File: src/rtl/seg_pkg.sv
// Shared constants for the 7-segment display manager: register map, scan
// states, segment bit positions and the hex glyph table.
package seg_pkg;

    localparam logic [2:0] ADDR_DATA   = 3'd0;
    localparam logic [2:0] ADDR_DP     = 3'd1;
    localparam logic [2:0] ADDR_BLANK  = 3'd2;
    localparam logic [2:0] ADDR_CTRL   = 3'd3;
    localparam logic [2:0] ADDR_STATUS = 3'd4;
    localparam logic [2:0] ADDR_BRIGHT = 3'd5;
    localparam logic [2:0] ADDR_NONE   = 3'd7;

    localparam logic SCAN_DEAD = 1'b0;
    localparam logic SCAN_ON   = 1'b1;

    localparam int SEG_A  = 0;
    localparam int SEG_G  = 6;
    localparam int SEG_DP = 7;

    localparam int CTRL_ENABLE = 0;
    localparam int CTRL_LZS    = 1;

    // Segments a..g for glyphs 0-9, A, b, C, d, E, F
    localparam logic [6:0] HEX_SEG [16] = '{
        7'h3F, 7'h06, 7'h5B, 7'h4F, 7'h66, 7'h6D, 7'h7D, 7'h07,
        7'h7F, 7'h6F, 7'h77, 7'h7C, 7'h39, 7'h5E, 7'h79, 7'h71
    };

endpackage

File: src/rtl/seg_display_manager_if.sv
// AHB-Lite slave-side signal bundle for the display manager.
interface seg_display_manager_if;
    logic [31:0] HADDR;
    logic [31:0] HWDATA;
    logic        HWRITE;
    logic        HREADY;
    logic        HSEL;
    logic [2:0]  HSIZE;
    logic [1:0]  HTRANS;
    logic [31:0] HRDATA;
    logic        HREADYOUT;

    modport master (
        output HADDR, HWDATA, HWRITE, HREADY, HSEL, HSIZE, HTRANS,
        input  HRDATA, HREADYOUT
    );

    modport slave (
        input  HADDR, HWDATA, HWRITE, HREADY, HSEL, HSIZE, HTRANS,
        output HRDATA, HREADYOUT
    );
endinterface

File: src/rtl/seg_hex_decoder.sv
// Nibble + decimal point to active-high segment pattern; dark forces all off.
module seg_hex_decoder
    import seg_pkg::*;
(
    input  logic [3:0] nibble,
    input  logic       dp,
    input  logic       dark,
    output logic [7:0] seg
);

    always_comb begin
        seg = '0;
        if (!dark) begin
            seg[SEG_G:SEG_A] = HEX_SEG[nibble];
            seg[SEG_DP]      = dp;
        end
    end

endmodule

File: src/rtl/seg_display_manager.sv
// AHB-Lite 4-digit multiplexed 7-segment display manager with frame-aligned
// shadow commit. Optional SEG_BRIGHTNESS_EN adds a BRIGHT duty register.
module seg_display_manager
    import seg_pkg::*;
#(
    parameter int unsigned DIGIT_TICKS = 120,
    parameter int unsigned DEAD_TICKS  = 8
) (
    input  logic                 HCLK,
    input  logic                 HRESET,
    seg_display_manager_if.slave bus,
    output logic [7:0]           Seg,
    output logic [3:0]           nDigit
);

    localparam int unsigned MAX_TICKS = (DIGIT_TICKS > DEAD_TICKS) ? DIGIT_TICKS : DEAD_TICKS;
    localparam int unsigned CNT_W     = $clog2(MAX_TICKS);
    localparam logic [CNT_W-1:0] DEAD_LAST = CNT_W'(DEAD_TICKS - 1);
    localparam logic [CNT_W-1:0] ON_LAST   = CNT_W'(DIGIT_TICKS - 1);

    logic             xfer;
    logic             write_q;
    logic [2:0]       addr_q;
    logic             wr_data, wr_dp, wr_blank, wr_ctrl, wr_shadow;
    logic [15:0]      data_sh, data_act;
    logic [3:0]       dp_sh, dp_act, blank_sh, blank_act;
    logic [1:0]       ctrl_q;
    logic             pending_q, pending_d;
    logic             state_q, state_d;
    logic [CNT_W-1:0] cnt_q, cnt_d;
    logic [1:0]       digit_q, digit_d;
    logic             frame_end, commit;
    logic [3:0]       nibble;
    logic             lead_zero, bright_ok, lit, dark;
    logic [7:0]       seg_d, seg_q;
    logic [3:0]       ndigit_d, ndigit_q;
    logic [31:0]      rdata;
    logic             unused_bits;

    assign unused_bits = ^{bus.HSIZE, bus.HADDR[31:5], bus.HADDR[1:0], bus.HWDATA[31:16]};

    // Address phase capture; idle cycles park on an unmapped address
    assign xfer = bus.HSEL && bus.HREADY && (bus.HTRANS != 2'b00);

    always_ff @(posedge HCLK or posedge HRESET) begin
        if (HRESET) begin
            write_q <= 1'b0;
            addr_q  <= ADDR_NONE;
        end else begin
            write_q <= xfer && bus.HWRITE;
            addr_q  <= xfer ? bus.HADDR[4:2] : ADDR_NONE;
        end
    end

    assign wr_data   = write_q && (addr_q == ADDR_DATA);
    assign wr_dp     = write_q && (addr_q == ADDR_DP);
    assign wr_blank  = write_q && (addr_q == ADDR_BLANK);
    assign wr_ctrl   = write_q && (addr_q == ADDR_CTRL);
    assign wr_shadow = wr_data || wr_dp || wr_blank;

`ifdef SEG_BRIGHTNESS_EN
    logic [2:0] bright_q;
    logic       wr_bright;

    assign wr_bright = write_q && (addr_q == ADDR_BRIGHT);

    always_ff @(posedge HCLK or posedge HRESET) begin
        if (HRESET) begin
            bright_q <= 3'd7;
        end else if (wr_bright) begin
            bright_q <= bus.HWDATA[2:0];
        end
    end

    assign bright_ok = 32'(cnt_q) < (((32'(bright_q) + 32'd1) * DIGIT_TICKS) / 32'd8);
`else
    assign bright_ok = 1'b1;
`endif

    // Scan sequencing: DEAD then ON per digit, digit0..3, frame ends leaving digit3
    always_comb begin
        state_d   = state_q;
        cnt_d     = cnt_q + 1'b1;
        digit_d   = digit_q;
        frame_end = 1'b0;
        if (state_q == SCAN_DEAD) begin
            if (cnt_q == DEAD_LAST) begin
                state_d = SCAN_ON;
                cnt_d   = '0;
            end
        end else if (cnt_q == ON_LAST) begin
            state_d   = SCAN_DEAD;
            cnt_d     = '0;
            digit_d   = digit_q + 2'd1;
            frame_end = (digit_q == 2'd3);
        end
    end

    assign commit = frame_end && pending_q;
    // A write landing on the commit cycle keeps Pending so it shows next frame
    assign pending_d = (pending_q && !commit) || wr_shadow;

    always_ff @(posedge HCLK or posedge HRESET) begin
        if (HRESET) begin
            state_q   <= SCAN_DEAD;
            cnt_q     <= '0;
            digit_q   <= 2'd0;
            pending_q <= 1'b0;
            data_sh   <= '0;
            dp_sh     <= '0;
            blank_sh  <= '0;
            data_act  <= '0;
            dp_act    <= '0;
            blank_act <= '0;
            ctrl_q    <= '0;
        end else begin
            state_q   <= state_d;
            cnt_q     <= cnt_d;
            digit_q   <= digit_d;
            pending_q <= pending_d;
            if (commit) begin
                data_act  <= data_sh;
                dp_act    <= dp_sh;
                blank_act <= blank_sh;
            end
            if (wr_data)  data_sh  <= bus.HWDATA[15:0];
            if (wr_dp)    dp_sh    <= bus.HWDATA[3:0];
            if (wr_blank) blank_sh <= bus.HWDATA[3:0];
            if (wr_ctrl)  ctrl_q   <= bus.HWDATA[1:0];
        end
    end

    assign nibble = data_act[{digit_q, 2'b00} +: 4];

    always_comb begin
        lead_zero = 1'b0;
        case (digit_q)
            2'd3:    lead_zero = (data_act[15:12] == 4'd0);
            2'd2:    lead_zero = (data_act[15:8] == 8'd0);
            2'd1:    lead_zero = (data_act[15:4] == 12'd0);
            default: lead_zero = 1'b0;
        endcase
    end

    assign lit = (state_q == SCAN_ON) && ctrl_q[CTRL_ENABLE] && !blank_act[digit_q] &&
                 !(ctrl_q[CTRL_LZS] && lead_zero) && bright_ok;
    assign dark     = !lit;
    assign ndigit_d = lit ? ~(4'b0001 << digit_q) : 4'hF;

    seg_hex_decoder u_hex_decoder (
        .nibble (nibble),
        .dp     (dp_act[digit_q]),
        .dark   (dark),
        .seg    (seg_d)
    );

    always_ff @(posedge HCLK or posedge HRESET) begin
        if (HRESET) begin
            seg_q    <= 8'h00;
            ndigit_q <= 4'hF;
        end else begin
            seg_q    <= seg_d;
            ndigit_q <= ndigit_d;
        end
    end

    assign Seg    = seg_q;
    assign nDigit = ndigit_q;

    always_comb begin
        rdata = '0;
        if (!write_q) begin
            case (addr_q)
                ADDR_DATA:   rdata[15:0] = data_sh;
                ADDR_DP:     rdata[3:0]  = dp_sh;
                ADDR_BLANK:  rdata[3:0]  = blank_sh;
                ADDR_CTRL:   rdata[1:0]  = ctrl_q;
                ADDR_STATUS: rdata[2:0]  = {digit_q, pending_q};
`ifdef SEG_BRIGHTNESS_EN
                ADDR_BRIGHT: rdata[2:0]  = bright_q;
`else
                ADDR_BRIGHT: rdata       = '0;
`endif
                default:     rdata       = '0;
            endcase
        end
    end

    assign bus.HRDATA    = rdata;
    assign bus.HREADYOUT = 1'b1;

endmodule

File: src/flat_wrapper.sv
// flat-port wrapper written by rule: the top's interface ports become plain ports
module seg_display_manager_flat import seg_pkg::*;
#(
    parameter int unsigned DIGIT_TICKS = 120,
    parameter int unsigned DEAD_TICKS  = 8
)
  (HCLK, HRESET, Seg, nDigit, bus_HADDR, bus_HWDATA, bus_HWRITE, bus_HREADY, bus_HSEL, bus_HSIZE, bus_HTRANS, bus_HRDATA, bus_HREADYOUT);
  seg_display_manager_if bus_i ();
  input  logic HCLK;
  input  logic HRESET;
  output logic [7:0] Seg;
  output logic [3:0] nDigit;
  input wire logic [$bits(bus_i.HADDR)-1:0] bus_HADDR;
  input wire logic [$bits(bus_i.HWDATA)-1:0] bus_HWDATA;
  input wire logic [$bits(bus_i.HWRITE)-1:0] bus_HWRITE;
  input wire logic [$bits(bus_i.HREADY)-1:0] bus_HREADY;
  input wire logic [$bits(bus_i.HSEL)-1:0] bus_HSEL;
  input wire logic [$bits(bus_i.HSIZE)-1:0] bus_HSIZE;
  input wire logic [$bits(bus_i.HTRANS)-1:0] bus_HTRANS;
  output wire logic [$bits(bus_i.HRDATA)-1:0] bus_HRDATA;
  output wire logic [$bits(bus_i.HREADYOUT)-1:0] bus_HREADYOUT;
  assign bus_i.HADDR = bus_HADDR;
  assign bus_i.HWDATA = bus_HWDATA;
  assign bus_i.HWRITE = bus_HWRITE;
  assign bus_i.HREADY = bus_HREADY;
  assign bus_i.HSEL = bus_HSEL;
  assign bus_i.HSIZE = bus_HSIZE;
  assign bus_i.HTRANS = bus_HTRANS;
  assign bus_HRDATA = bus_i.HRDATA;
  assign bus_HREADYOUT = bus_i.HREADYOUT;
  seg_display_manager #(.DIGIT_TICKS(DIGIT_TICKS), .DEAD_TICKS(DEAD_TICKS)) u_core (.HCLK(HCLK), .HRESET(HRESET), .bus(bus_i), .Seg(Seg), .nDigit(nDigit));
endmodule
File: config.mk
export PLATFORM = sky130hd
export DESIGN_NAME = seg_display_manager_flat
export DESIGN_NICKNAME = d
export VERILOG_FILES = /design/src/rtl/seg_pkg.sv /design/src/rtl/seg_display_manager_if.sv /design/src/rtl/seg_hex_decoder.sv /design/src/rtl/seg_display_manager.sv /design/src/flat_wrapper.sv
export SDC_FILE = /design/constraint.sdc
export NUM_CORES = 1
export LEC_CHECK = 0
export CAP_MARGIN = 20
export CORE_ASPECT_RATIO = 1.25
export CORE_MARGIN = 1
export CORE_UTILIZATION = 51
export CTS_CLUSTER_DIAMETER = 60
export DETAILED_ROUTE_END_ITERATION = 16
export GPL_TIMING_DRIVEN = 0
export PLACE_DENSITY = 0.86
export SLEW_MARGIN = 20
export SYNTH_ARGS = -nofsm -noshare
export SYNTH_HDL_FRONTEND = slang
export SYNTH_HIERARCHICAL = 1
export SYNTH_SLANG_ARGS = --single-unit
File: constraint.sdc
create_clock -name HCLK -period 6.43 [get_ports HCLK]
set_input_delay 1.286 -clock HCLK [delete_from_list [all_inputs] [get_ports HCLK]]
set_output_delay 1.286 -clock HCLK [all_outputs]
set_load 0.02 [all_outputs]
## Word-level counts from Yosys, hierarchy flattened

Memories as Yosys holds them, arrays and structs flattened.
Index checks and enable logic that the tools add are counted.

- Shift operators: 2
- Order comparisons: 2
- Bitwise operators: 2
- Mux-type cells: 23
- Add/sub/neg operators: 2
- Reductions and logical operators: 25
- Equal/unequal tests: 9

Operators with widths:

| kind | number |
|---|---|
| $mux 7 | 5 |
| $mux 16 | 1 |
| $shiftx 16x5->4 | 1 |
| $logic_and 1x1->1 | 13 |
| $logic_not 12->1 | 1 |
| $mux 12 | 1 |
| $pmux 2 s5 | 1 |
| $logic_not 8->1 | 1 |
| $mux 8 | 1 |
| $add 7x1->7 const B | 1 |
| $eq 7x3->1 const B | 1 |
| $eq 7x7->1 const B | 1 |
| $mux 1 | 7 |
| $eq 3x2->1 const B | 2 |
| $pmux 1 s3 | 2 |
| $ge 5x5->1 const B | 1 |
| $not 4->5 | 1 |
| $bmux 1 s2 | 2 |
| $eq 2x2->1 const B | 2 |
| $logic_not 4->1 | 1 |
| $mux 4 | 1 |
| $not 4->4 | 1 |
| $pmux 1 s4 | 1 |
| $shl 1x2->4 const A | 1 |
| other kinds (11) | 15 |

- Bits in registers: 77
- Bits in read-only memories: 112
- Memories kept: 1

Memory list:

| name | words | width | read ports | clocked after memory_dff | wr ports | RTL line | text |
|---|---|---|---|---|---|---|---|
| (no name shown) | 16 | 7 | 1 | 0 | 0 | seg_hex_decoder.sv:14 | `seg[SEG_G:SEG_A] = HEX_SEG[nibble];` |

## Longest topological paths before layout

Gate-level depths: netlist of the first run.

- Depth in word-level cells: 7
- Depth in mapped cells: 9
- Depth with buffers taken out: 7

## Modules after synthesis

The synthesis of the first run kept the hierarchy.

Modules (own cells, without submodules):

| module | times used | area an instance (um^2) | cells each |
|---|---|---|---|
| seg_display_manager | 1 | 3623.5 | 276 |
| seg_hex_decoder | 1 | 265.3 | 36 |

## Worst setup path before layout of the first run

OpenSTA, ideal clock, no wires.

- Kind: reg2out
- From: register u_core.addr_q[1]
- To: output bus_HRDATA[3]
- Arrival time: 1618 ps
- Slack: 3526 ps
- Path buffers: 1
- Required time: 5144 ps
- Stages on the path, launching flop included: 5
- Path through: dfstp_2 -> buf_2 -> mux2i_1 -> or2_2 -> a211oi_1

- Cells in the longest elaborated chain, start to end: 3

RTL lines:

| what | RTL line | text |
|---|---|---|
| from (decl) | seg_display_manager.sv:23 | `logic [2:0] addr_q;` |
| from (signal assigned) | seg_display_manager.sv:51 | `addr_q <= xfer ? bus.HADDR[4:2] : ADDR_NONE;` |
| $eq 3x2->1, or another cell as far along | seg_display_manager.sv:173 | `case (addr_q)` |
| $pmux 1 s3 * | seg_display_manager.sv:173 |  |
| $mux 16 * | seg_display_manager.sv:172 | `if (!write_q) begin` |
| to (decl) | flat_wrapper.sv:20 | `output wire logic [$bits(bus_i.HRDATA)-1:0] bus_HRDATA;` |

Every way passes the cells marked *; elsewhere a longest branch is shown, timed or not.

## Final worst setup path of the first run

- From: register u_core.addr_q[1]
- To: output bus_HRDATA[7]

- Cells in the longest elaborated chain, start to end: 3

RTL lines:

| what | RTL line |
|---|---|
| $logic_not 3->1 | seg_display_manager.sv:173 |
| $mux 12 | seg_display_manager.sv:173 |
| $mux 16 | seg_display_manager.sv:172 |

Every way passes these cells.

==> impl_metrics.csv, run 1 <==
group,metric,value,unit
clock_tree,htreeDepth,3,
worst_setup_path,path_buf_inv,3,
floorplanning,die_area,7980,sq um
power_and_ir_drop,ir_drop,162,uV
clock_tree,clk_latency,360,ps
detailed_routing,routed-wl-met2,3930,microns
synth,synth-xor-area-share,0.676,%
detailed_routing,viasPerCell,5.39,
layout,nNetsFinal,478,
synth,avgSynthCellArea,12.5,sq um
grt,grt_first_pass_wirelength,12800,microns
detailed_routing,wire_per_inst,15.4,microns
synth,netlist_instances,312,
place,gp_congestion,0.845,
floorplanning,num_rows,35,
sta,hold_violations,0,
synth,synth-async-reset-ratio,100,%
hold_path,hp-start,"u_core/cnt_q[0]$_DFF_PP0_",
run_status,outcome,"finished, final reports clean",
detailed_routing,drt-initial-drc-count,92,
synth,synth_cell_types,48,
layout,drive_gt1_share,31.0,%
sta,grt_setup_unrepaired,"no",
clock_tree,post-cts-setup-buffer-count,0,
worst_setup_path,crit_path_end_kind,"output pin",
clock_tree,root_buffer,"clkbuf_8",
detailed_routing,ant_nets,0,
worst_setup_path,crit_type,"flop to output pin",
grt,grt_overflow,0,
sta,fin_crit,3850,ps
flow_run,drv_cap,0,
worst_setup_path,slowest_delay,610,ps
detailed_routing,wl,7550,microns
worst_setup_path,crit_arrival,2560,ps
clock_tree,cts_buffers,9,
worst_setup_path,required,5140,ps
detailed_routing,met3_length,425,microns
grt,antenna_found_initial,0,
grt,grt_max_degree,58,
place,io_buffer_count,53,
sta,fin_ws,2580,ps
synth,synth_mux_area_share,21.1,%
detailed_routing,drc_errors,0,
synth,yosysSeqAreaShare,49.8,%
synth,ys.flop_type,"dfrtp_1",
hold_path,hold_class,"flop to flop",
worst_setup_path,crit_path_max_fanout,10,
worst_setup_path,cp-start-kind,"flop",
worst_setup_path,r2r_start,"u_core/digit_q[0]$_DFFE_PP0P_",
synth,synth-edff-count,0,
floorplanning,coreArea,7360,sq um
detailed_routing,vias,2637,
detailed_routing,wl_met1,2960,microns
layout,diodes,0,
synth,synthSimpleGateAreaFrac,12.5,%
synth,ys_ff_latch,77,
synth,yosys.area_share.adder,3.86,%
sta,slew_viol_final,0,
hold_path,hold_path_depth,1,
power_and_ir_drop,powerDensity,212,nW/um^2
floorplanning,die_width,80.1,microns
sta,fmax,260,MHz
clock_tree,cts_tree,"built",
floorplanning,die_y,99.6,microns
clock_tree,cts.sinks,77,
sta,finalCritPeriodShare,59.8,%
worst_setup_path,reg2reg_depth,9,
clock_tree,cts_hold_buf,0,
worst_setup_path,critical-path-slowest-cell,"clkdlybuf4s50_1",
floorplanning,ios,119,
synth,yosys_warnings,6,
sta,setup_viol,0,
clock_tree,cts_buffer_depth,2,
detailed_routing,firstDrtPassIters,4,
worst_setup_path,reg2reg_to,"u_core/Seg[1]$_DFF_PP0_",
grt,grt_use_total,21.4,%
place,dp_slack,2910,ps
worst_setup_path,rrSetupSlack,4140,ps
floorplanning,start_util,52.9,%
clock_tree,clkTransAtPathRegs,80,ps
power_and_ir_drop,cellLeakagePower,2.23,nW
grt,grt_pass1_vias,2745,
sta,fin_skew,13.0,ps
place,dp_hpwl,5640,microns
layout,syn2layout_area_growth,24.9,%
hold_path,min_to,"u_core/cnt_q[0]$_DFF_PP0_",
synth,mappedNetlistArea,3890,sq um
synth,synth_top_family_by_area,"multiplexers",
detailed_routing,top_layer,"met4",
clock_tree,post_cts_resized,0,
sta,fin_setup_tns,0,ps
worst_setup_path,path_delay_family,"buffers and inverters",
worst_setup_path,cp_cell_sequence,"or2_2 > buf_2 > nor3_1 > clkbuf_1 > and2_1 > clkdlybuf4s50_1",
worst_setup_path,crit_cells,6,
synth,synth_compound_gate_area_share,5.50,%
-- metrics by stage --
step                      cells  cell area [sq um]  utilization [%]  hold slack (ps)  total power [mW]
after floorplan             327               3950                -              432             0.565
after global placement      472               4590             62.4              445             0.603
after detailed placement    473               4620             62.8              453             0.607
after CTS                   489               4860             66.0              465              1.04
after global routing        489               4860             66.0              487              1.07
final                       489               4860             66.0              464              1.03
-- kinds of logic after synthesis --
family	Yosys count
and+or+nand+nor	78
DFF	77
muxes	68
buffers and inverters	40
AOI/OAI and AO/OA	32
adders and majority gates	12
xor gates and xnor gates	3
other	2
-- per-layer routing --
layer  GRT usage [%]  vias up
li1                -     1235
met1            24.6     1278
met2            36.9      101
met3            3.30       23
met4            13.6        0
met5               0        -
-- synthesized netlist by cell type, types with 6 or more instances --
library cell | instances | area share [%]
dfrtp_1 | 70 | 45
mux2_2 | 53 | 15
buf_4 | 18 | 3.5
nor2_1 | 14 | 1.4
and2_1 | 12 | 1.9
ha_1 | 12 | 3.9
inv_1 | 10 | 0.97
mux2i_1 | 9 | 2.3
a21oi_1 | 8 | 1.0
nand2_1 | 8 | 0.77
dfstp_2 | 7 | 4.7
mux4_2 | 6 | 3.5
nand3_1 | 6 | 0.77
nand3b_1 | 6 | 1.2
nor2b_1 | 6 | 0.97
-- power by group --
part / internal [mW] / total, mW / switching (mW)
Clock: 0.256 / 0.433 / 0.177
Sequential: 0.498 / 0.505 / 0.00692
Combinational: 0.0460 / 0.0926 / 0.0466
Total: 0.800 / 1.03 / 0.231
-- area by class of cell --
| type | count | area (sq um) |
|---|---|---|
| Multi-Input combinational cell | 210 | 1760 |
| Clock buffer | 9 | 124 |
| Inverter | 11 | 43.8 |
| Sequential cell | 77 | 1940 |
| Buffer | 29 | 205 |
| Timing Repair Buffer | 54 | 558 |
| Fill cell | 570 | 2500 |
| Clock inverter | 7 | 114 |
| Tap cell | 92 | 115 |
-- worst max path at each step --
stage,start,slack [ps],endpoint
3_5_place_dp,u_core/addr_q[1]$_DFF_PP1_,2910,bus_HRDATA[7]
2_1_floorplan,HRESET,3190,u_core/Seg[0]$_DFF_PP0_
3_3_place_gp,HRESET,2060,u_core/dp_act[3]$_DFFE_PP0P_
6_report,u_core/addr_q[1]$_DFF_PP1_,2580,bus_HRDATA[7]
5_1_grt,u_core/addr_q[1]$_DFF_PP1_,2370,bus_HRDATA[7]
4_1_cts,u_core/addr_q[1]$_DFF_PP1_,2530,bus_HRDATA[7]
-- cell usage in the layout (no fill, tap or decap), types with 6 or more instances in the layout --
cell,Yosys,layout
buf_4,18,18
mux4_2,6,6
mux2i_1,9,9
mux2_2,53,53
conb_1,2,17
nand3b_1,6,6
clkdlybuf4s50_1,0,53
a21oi_1,8,8
inv_1,10,9
nand3_1,6,6
clkbuf_8,0,9
dfrtp_1,70,70
nor2_1,14,14
nand2_1,8,8
ha_1,12,12
nor2b_1,6,6
and2_1,12,12
dfstp_2,7,7
-- flip-flops by register name, indices dropped and copies added (netlist names) --
signal / cells
u_core/write_q: 1
u_core/pending_q: 1
u_core/blank_sh: 4
u_core/ctrl_q: 2
u_core/cnt_q: 7
u_core/data_sh: 16
u_core/Seg: 8
u_core/digit_q: 2
u_core/dp_act: 4
u_core/dp_sh: 4
u_core/data_act: 16
u_core/blank_act: 4
u_core/addr_q: 3
u_core/nDigit: 4
u_core/state_q: 1
(Power assumes the default switching activity.)
==> run 2: changes to the inputs <==
--- a/config.mk
+++ b/config.mk
@@ -8,11 +8,11 @@
 export CAP_MARGIN = 20
 export CORE_ASPECT_RATIO = 1.25
 export CORE_MARGIN = 1
-export CORE_UTILIZATION = 51
+export CORE_UTILIZATION = 43
 export CTS_CLUSTER_DIAMETER = 60
 export DETAILED_ROUTE_END_ITERATION = 16
 export GPL_TIMING_DRIVEN = 0
-export PLACE_DENSITY = 0.86
+export PLACE_DENSITY = 0.77
 export SLEW_MARGIN = 20
 export SYNTH_ARGS = -nofsm -noshare
 export SYNTH_HDL_FRONTEND = slang
==> constraint.sdc (replaced) <==
create_clock -name HCLK -period 3.5 [get_ports HCLK]
set_input_delay 0.7 -clock HCLK [delete_from_list [all_inputs] [get_ports HCLK]]
set_output_delay 0.7 -clock HCLK [all_outputs]
set_load 0.02 [all_outputs]
==> run 2 against run 1 <==
  * Sequential power grew 83%
  * Via count fell by 0.95%
  * Die area increased by 18%
  * Flip-flop and latch count did not move
  * Cell count up 5.7%
  * Wire length is 2.5% lower
  * Global-route usage fell by 3.3 points
  * Critical path type unchanged
  * Critical endpoint is now bus_HRDATA[12]
==> impl_metrics.csv, run 2 (synthesis results as in run 1) <==
group,metric,value,unit
layout,mostFrequentLayoutCell,"dfrtp_1",
grt,grt_use_total,18.1,%
detailed_routing,vias,2612,
clock_tree,cts_buffers,9,
sta,setup_viol,0,
worst_setup_path,crit_arrival,2570,ps
layout,layout_common_cells,"70 x dfrtp_1, 53 x clkdlybuf4s50_1, 53 x mux2_2, 18 x buf_4, 17 x conb_1",
layout,stdcell_count,517,
sta,finalCritPeriodShare,93.5,%
floorplanning,start_util,44.5,%
flow_run,drv_cap,0,
worst_setup_path,path_delay_family,"buffers and inverters",
layout,diodes,0,
hold_path,hold_class,"flop to flop",
detailed_routing,drt-initial-drc-count,98,
clock_tree,cts_buffer_depth,2,
place,gp_congestion,0.821,
place,io_buffer_count,53,
sta,fin_setup_tns,0,ps
layout,drive_gt1_share,29.7,%
worst_setup_path,path_buf_inv,3,
clock_tree,clkTransAtPathRegs,70,ps
clock_tree,htreeDepth,3,
grt,grt_pass1_vias,2640,
power_and_ir_drop,powerDensity,344,nW/um^2
clock_tree,cts_hold_buf,0,
floorplanning,coreArea,8750,sq um
sta,grt_setup_unrepaired,"no",
clock_tree,clk_latency,360,ps
sta,hold_violations,0,
grt,grt_max_degree,61,
detailed_routing,wire_per_inst,14.2,microns
clock_tree,root_buffer,"clkbuf_8",
worst_setup_path,crit_path_end_kind,"output pin",
clock_tree,post-cts-setup-buffer-count,0,
place,dp_hpwl,5550,microns
grt,antenna_found_initial,0,
grt,grt_overflow,0,
detailed_routing,firstDrtPassIters,4,
place,dp_slack,579,ps
run_status,outcome,"finished, final reports clean",
floorplanning,die_area,9430,sq um
layout,fillCellCount,759,
worst_setup_path,cp_cell_sequence,"or2_2 > buf_2 > nor3_1 > clkbuf_1 > and2_1 > clkdlybuf4s50_1",
sta,fin_crit,3270,ps
worst_setup_path,slowest_delay,600,ps
grt,grt_first_pass_wirelength,12600,microns
sta,fin_ws,229,ps
worst_setup_path,reg2reg_depth,9,
hold_path,hold_path_depth,1,
power_and_ir_drop,ir_drop,222,uV
worst_setup_path,crit_type,"flop to output pin",
detailed_routing,ant_nets,0,
sta,fin_skew,10.5,ps
floorplanning,die_width,87.1,microns
floorplanning,die_y,108,microns
floorplanning,num_rows,38,
worst_setup_path,crit_cells,6,
detailed_routing,viasPerCell,5.05,
layout,nNetsFinal,478,
detailed_routing,wl,7360,microns
worst_setup_path,critical-path-slowest-cell,"clkdlybuf4s50_1",
clock_tree,cts.sinks,77,
place,place_inst,501,
clock_tree,cts_tree,"built",
detailed_routing,drc_errors,0,
sta,fmax,306,MHz
layout,syn2layout_area_growth,23.6,%
power_and_ir_drop,cellLeakagePower,2.19,nW
worst_setup_path,crit_path_max_fanout,10,
floorplanning,ios,119,
clock_tree,post_cts_resized,0,
worst_setup_path,required,2800,ps
sta,slew_viol_final,0,
worst_setup_path,cp-start-kind,"flop",
run 2: cell types whose count changed in the layout (fill, tap and decap cells not counted):
cell,previous run,this run
clkinv_2,3,2
clkinv_4,1,0
clkbuf_1,3,8
bufinv_16,3,0
run 2: final cells by class:
class	instances	area (sq um)	share of cell area [%]
Tap cell	120	150	3.12
Clock inverter	2	10.0	0.208
Sequential cell	77	1940	40.3
Multi-Input combinational cell	210	1760	36.7
Clock buffer	14	143	2.97
Inverter	11	43.8	0.911
Timing Repair Buffer	54	558	11.6
Buffer	29	205	4.27
run 2: where the power goes:
group / leakage [nW] / internal, mW / switching (mW)
logic: 1.10 / 0.0846 / 0.0847
registers: 1.01 / 0.915 / 0.0113
clock network: 0.0784 / 0.257 / 0.303
total: 2.19 / 1.26 / 0.399
run 2: final timing paths:
kind                                                from                    endpoint  slack, ps
max                           u_core/addr_q[1]$_DFF_PP1_              bus_HRDATA[12]        230
min                            u_core/cnt_q[0]$_DFF_PP0_   u_core/cnt_q[0]$_DFF_PP0_        460
max reg2reg                u_core/digit_q[0]$_DFFE_PP0P_     u_core/Seg[1]$_DFF_PP0_       1200
min reg2reg                    u_core/cnt_q[0]$_DFF_PP0_   u_core/cnt_q[0]$_DFF_PP0_        460
max in group asynchronous                         HRESET  u_core/addr_q[1]$_DFF_PP1_       2280
min in group asynchronous                         HRESET     u_core/Seg[1]$_DFF_PP0_        620
run 2: stage by stage:
stage | total power [mW] | hold slack (ps) | util (%) | area [sq um]
2_1_floorplan | 1.04 | 432 | - | 3950
3_5_place_dp | 1.11 | 457 | 53.2 | 4660
6_report | 1.66 | 464 | 55.0 | 4810
5_1_grt | 1.73 | 488 | 55.0 | 4810
3_3_place_gp | 1.11 | 444 | 52.9 | 4630
4_1_cts | 1.68 | 467 | 55.0 | 4810
run 2: per-layer routing:
metal  wire [microns]  GRT usage, %
met4              214          11.3
met5                0             0
met3              344          3.44
met1             2980          21.1
met2             3820          30.6
==> run 3: changes to the inputs <==
--- a/config.mk
+++ b/config.mk
@@ -13,6 +13,7 @@
 export DETAILED_ROUTE_END_ITERATION = 16
 export GPL_TIMING_DRIVEN = 0
 export PLACE_DENSITY = 0.77
+export SKIP_CTS_REPAIR_TIMING = 1
 export SLEW_MARGIN = 20
 export SYNTH_ARGS = -nofsm -noshare
 export SYNTH_HDL_FRONTEND = slang
==> results of run 3 <==
The final DEF is identical to that of run 2; final timing and power are the same.
